<file path="src/rtl/dec_lag3_fsm.sv">
// Pitch-lag decoder: turns the received adaptive-codebook index into integer lag t0
// and fractional lag frac (thirds), tracking the T0_min/T0_max window and old_T0.
module dec_lag3_fsm #(
    parameter int PIT_MIN     = 20,
    parameter int PIT_MAX     = 143,
    parameter int OLD_T0_INIT = 60
) (
    input  logic        clk,
    input  logic        reset,
    input  logic        start,
    input  logic [7:0]  index,
    input  logic        i_subfr,
    input  logic        bad_lag,
    output logic [15:0] t0,
    output logic [15:0] frac,
    output logic [15:0] t0_min,
    output logic [15:0] t0_max,
    output logic        done
);

    localparam logic [2:0] S_IDLE  = 3'd0;
    localparam logic [2:0] S_LOAD  = 3'd1;
    localparam logic [2:0] S_MUL   = 3'd2;
    localparam logic [2:0] S_CALC  = 3'd3;
    localparam logic [2:0] S_BOUND = 3'd4;
    localparam logic [2:0] S_DONE  = 3'd5;

    localparam logic [15:0] PMIN16 = 16'(PIT_MIN);
    localparam logic [15:0] PMAX16 = 16'(PIT_MAX);
    localparam logic [15:0] OLD16  = 16'(OLD_T0_INIT);

    logic [2:0]  state_reg;
    logic [7:0]  index_reg;
    logic        subfr_reg;
    logic        bad_reg;
    logic [15:0] s_reg;
    logic [15:0] q_reg;
    logic [15:0] old_t0_reg;
    logic [15:0] t0_reg;
    logic [15:0] frac_reg;
    logic [15:0] t0_min_reg;
    logic [15:0] t0_max_reg;
    logic        done_reg;

    logic [15:0] idx_ext;
    logic [31:0] prod;
    logic [15:0] q_next;
    logic [15:0] k_calc;
    logic [15:0] t0_next;
    logic [15:0] frac_next;
    logic [15:0] lo_calc;
    logic [15:0] t0_min_next;
    logic [15:0] t0_max_next;

    // Subframe 1 carries only a 5-bit relative index.
    assign idx_ext = subfr_reg ? {11'd0, index_reg[4:0]} : {8'd0, index_reg};

    // 10923/32768 ~ 1/3; exact floor(s/3) for every s the index can produce.
    assign prod   = 32'(s_reg) * 32'd10923;
    assign q_next = 16'(prod >> 15);

    always_comb begin
        k_calc    = q_reg - 16'd1;
        t0_next   = old_t0_reg;
        frac_next = 16'd0;
        if (!bad_reg) begin
            if (!subfr_reg) begin
                if (index_reg < 8'd197) begin
                    t0_next   = q_reg + 16'd19;
                    frac_next = idx_ext - 16'd3 * t0_next + 16'd58;
                end else begin
                    t0_next   = idx_ext - 16'd112;
                    frac_next = 16'd0;
                end
            end else begin
                t0_next   = t0_min_reg + k_calc;
                frac_next = idx_ext - 16'd2 - 16'd3 * k_calc;
            end
        end
    end

    always_comb begin
        lo_calc     = t0_reg - 16'd5;
        t0_min_next = ($signed(lo_calc) < $signed(PMIN16)) ? PMIN16 : lo_calc;
        t0_max_next = t0_min_next + 16'd9;
        if (t0_max_next > PMAX16) begin
            t0_max_next = PMAX16;
            t0_min_next = PMAX16 - 16'd9;
        end
    end

    always_ff @(posedge clk or negedge reset) begin
        if (!reset) begin
            state_reg  <= S_IDLE;
            index_reg  <= 8'd0;
            subfr_reg  <= 1'b0;
            bad_reg    <= 1'b0;
            s_reg      <= 16'd0;
            q_reg      <= 16'd0;
            old_t0_reg <= OLD16;
            t0_reg     <= 16'd0;
            frac_reg   <= 16'd0;
            t0_min_reg <= 16'd0;
            t0_max_reg <= 16'd0;
            done_reg   <= 1'b0;
        end else begin
            done_reg <= 1'b0;
            case (state_reg)
                S_IDLE: begin
                    if (start) begin
                        index_reg <= index;
                        subfr_reg <= i_subfr;
                        bad_reg   <= bad_lag;
                        state_reg <= S_LOAD;
                    end
                end
                S_LOAD: begin
                    s_reg     <= idx_ext + 16'd2;
                    state_reg <= S_MUL;
                end
                S_MUL: begin
                    q_reg     <= q_next;
                    state_reg <= S_CALC;
                end
                S_CALC: begin
                    t0_reg   <= t0_next;
                    frac_reg <= frac_next;
                    // Erased frames repeat old_T0 and let it creep upward.
                    if (bad_reg && (old_t0_reg < PMAX16)) begin
                        old_t0_reg <= old_t0_reg + 16'd1;
                    end
                    state_reg <= S_BOUND;
                end
                S_BOUND: begin
                    if (!subfr_reg) begin
                        t0_min_reg <= t0_min_next;
                        t0_max_reg <= t0_max_next;
                    end
                    if (!bad_reg) begin
                        old_t0_reg <= t0_reg;
                    end
                    state_reg <= S_DONE;
                end
                S_DONE: begin
                    done_reg  <= 1'b1;
                    state_reg <= S_IDLE;
                end
                default: state_reg <= S_IDLE;
            endcase
        end
    end

    assign t0     = t0_reg;
    assign frac   = frac_reg;
    assign t0_min = t0_min_reg;
    assign t0_max = t0_max_reg;
    assign done   = done_reg;

endmodule

</file>
<file path="config.mk">
export PLATFORM = sky130hd
export DESIGN_NAME = dec_lag3_fsm
export DESIGN_NICKNAME = d
export VERILOG_FILES = /design/src/rtl/dec_lag3_fsm.sv
export SDC_FILE = /design/constraint.sdc
export NUM_CORES = 1
export LEC_CHECK = 0
export ABC_AREA = 1
export CORE_MARGIN = 5
export CORE_UTILIZATION = 45
export DETAILED_ROUTE_END_ITERATION = 6
export PLACE_DENSITY_LB_ADDON = 0.05
export SLEW_MARGIN = 25
export SYNTH_ARGS = -nofsm -noshare
export SYNTH_HDL_FRONTEND = slang
export SYNTH_SLANG_ARGS = --single-unit
</file>
<file path="constraint.sdc">
create_clock -name clk -period 5.9 [get_ports clk]
set_input_delay 0.59 -clock clk [delete_from_list [all_inputs] [get_ports clk]]
set_output_delay 0.59 -clock clk [all_outputs]
set_load 0.01 [all_outputs]
</file>
==> impl_metrics.tcl <==
set metrics [dict create \
    finalSetupViolations 0 \
    synth_seq_area_share 0.245 \
    layout_commonest_cell "nand2_1" \
    slew_viol_final 0 \
    nNetsFinal 1847 \
    rr_worst_depth 18 \
    period_minus_slack_ns 4.82 \
    drt_pass1_iterations 6 \
    yosysUniqueCellTypes 49 \
    avgViaCountPerCell 5.36 \
    syn_area_per_cell_um2 7.38 \
    cp-startpoint "s_reg[7]" \
    rr_startpoint "s_reg[7]" \
    start_kind "register" \
    syn_inst 1564 \
    nFillCells 2516 \
    arrival_ns 5.12 \
    worst-setup-path-type "register to register" \
    fp.dieW_um 170 \
    grt_max_degree 65 \
    grt_pass1_vias 10344 \
    layout-drive-gt1-share 0.0600 \
    crit_family "adder cells" \
    antenna_found_initial 0 \
    die_area_mm2 0.0289 \
    dp_hpwl_um 27400 \
    end_kind "register" \
    netlist_area_mm2 0.0115 \
    ios 78 \
    max_cap_violations 0 \
    htreeDepth 4 \
    worstMarginPinSlew_ns 0.934 \
    post_drt_wl_per_cell_um 17.1 \
    crit_fanout 6 \
    globalplace.congestion 0.922 \
    cts_buffer_depth 2 \
    clkLatencyLatePin_ns 0.42 \
    cp_slowest_cell "fa_1" \
    required_ns 6.20 \
    io_buffer_count 77 \
    ant_nets 0 \
    numCtsBuffers 17 \
    rsz0062_at_grt "false" \
    rrSetupSlack_ns 1.08 \
    grt_pass1_wl_um 55900 \
    drt_iter0_drc 854 \
    finalSetupTns_ns 0 \
    r2r_end "q_reg[4]" \
    synth_top_area_share 0.236 \
    syn_nets 1775 \
    synth_area_leaders "dfrtp_1, ha_1, nand2_1, fa_1, inv_1" \
    rows 58 \
    die_height_um 170 \
    coreArea_mm2 0.0252 \
    cp_num_buf_inv 3 \
    cts_tree "yes" \
    status "finished clean" \
    slew_headroom 0.377 \
    num_antenna_cells 0 \
    cts_num_sinks 113 \
    cts_setup_buffers 0 \
    cp_common_cell "ha_1" \
    min_path_type "input port to async pin" \
    finalHoldViolCount 0 \
    drc 0 \
    start_util 0.458 \
    drt_wl_total_um 33900 \
    cts_resized 0 \
    cp_cell_sequence "ha_1 -> ha_1 -> fa_1 -> inv_1 -> fa_1 -> inv_1 -> fa_1 -> ha_1 -> ha_1 -> a21oi_1 -> o21ai_0 -> a21oi_1 -> inv_1 -> a21oi_1 -> o21bai_1 -> or2_2 -> nand3_1 -> o21ai_0" \
    clkTransAtPathRegs_ns 0.06 \
    fin_worst_skew_ns 0.0123 \
    synth_seq_cells 113 \
    gr-total-overflow 0 \
    synth_area_leader_cell "dfrtp_1" \
    syn2layout_area_growth_pct 15.2 \
    cts_hold_buf 0 \
    period_share 0.817 \
    yosys_warnings 0 \
    via_count 10606 \
    layout_common_cells "nand2_1, inv_1, ha_1" \
    cts-root-buf "clkbuf_16" \
    max_stage_delay_ns 0.54 \
    track_usage 0.242 \
    fmax_mhz 207 \
]
==> area by class of cell <==
cell class | count | area, µm² | area share
clock buffer | 18 | 439 | 0.0330
clock inverter | 14 | 201 | 0.0152
inverter | 235 | 882 | 0.0663
multi-input combinational | 1182 | 7680 | 0.578
sequential | 113 | 2830 | 0.213
tap | 330 | 413 | 0.0311
timing repair buffer | 87 | 843 | 0.0634
==> how the worst max path moves through the flow <==
stage | endpoint | slack, ns | cells past startpoint
global placement | q_reg[4] | 1.12 | 18
floorplan | q_reg[4] | 1.40 | 18
finish | q_reg[4] | 1.08 | 18
CTS | q_reg[4] | 1.10 | 18
global route | q_reg[4] | 0.67 | 18
detailed placement | q_reg[4] | 1.13 | 18
==> metrics by stage <==
step                cell area, µm²  cells  setup WS, ns  hold slack [ns]   util
floorplan                    11500   1564          1.40            0.294      -
global placement             12700   1947          1.12            0.449  0.502
detailed placement           12700   1947          1.13            0.453  0.502
CTS                          13300   1979          1.10            0.206  0.528
global route                 13300   1979         0.667            0.242  0.528
finish                       13300   1979          1.08            0.182  0.528
==> logic make-up (layout without fill, tap and decap cells) <==
kind of cell	Yosys count	count (layout)	synth area share
AO/OA/AOI/OAI	304	304	0.147
buffers and inverters	269	354	0.0888
AND/OR/NAND/NOR	635	635	0.238
adder cells (fa/ha/maj)	198	198	0.247
multiplexers	1	1	0.000976
XOR/XNOR	44	44	0.0334
flip-flops	113	113	0.246
==> cell usage after synthesis, drive strengths merged <==
cell,count
o31ai,8
xnor2,13
inv,231
nand3,90
buf,8
dfstp,4
ha,149
nand4,19
a21oi,121
nand2,360
a21o,1
o21ai,119
nand3b,4
o311ai,2
fa,49
a211oi,4
o21bai,3
a31o,1
clkinv,4
a21boi,3
nor3b,1
o22ai,4
dfrtp,109
or2,17
xor2,31
nor3,20
nor2,119
a22oi,6
nor4,5
a31oi,7
o211ai,10
o21a,6
mux2,1
clkbuf,26
a32o,3
o221ai,6
==> routing by layer <==
layer | up-vias | routed length [µm] | GRT usage
met5 | - | 0 | 0
met4 | 0 | 675 | 0.0649
met3 | 36 | 1890 | 0.0267
met2 | 306 | 15200 | 0.387
met1 | 4969 | 16100 | 0.350
li1 | 5295 | - | -
Power is not shown: default switching activity piles up to over one toggle a cycle in this logic, so the estimate is an artifact.
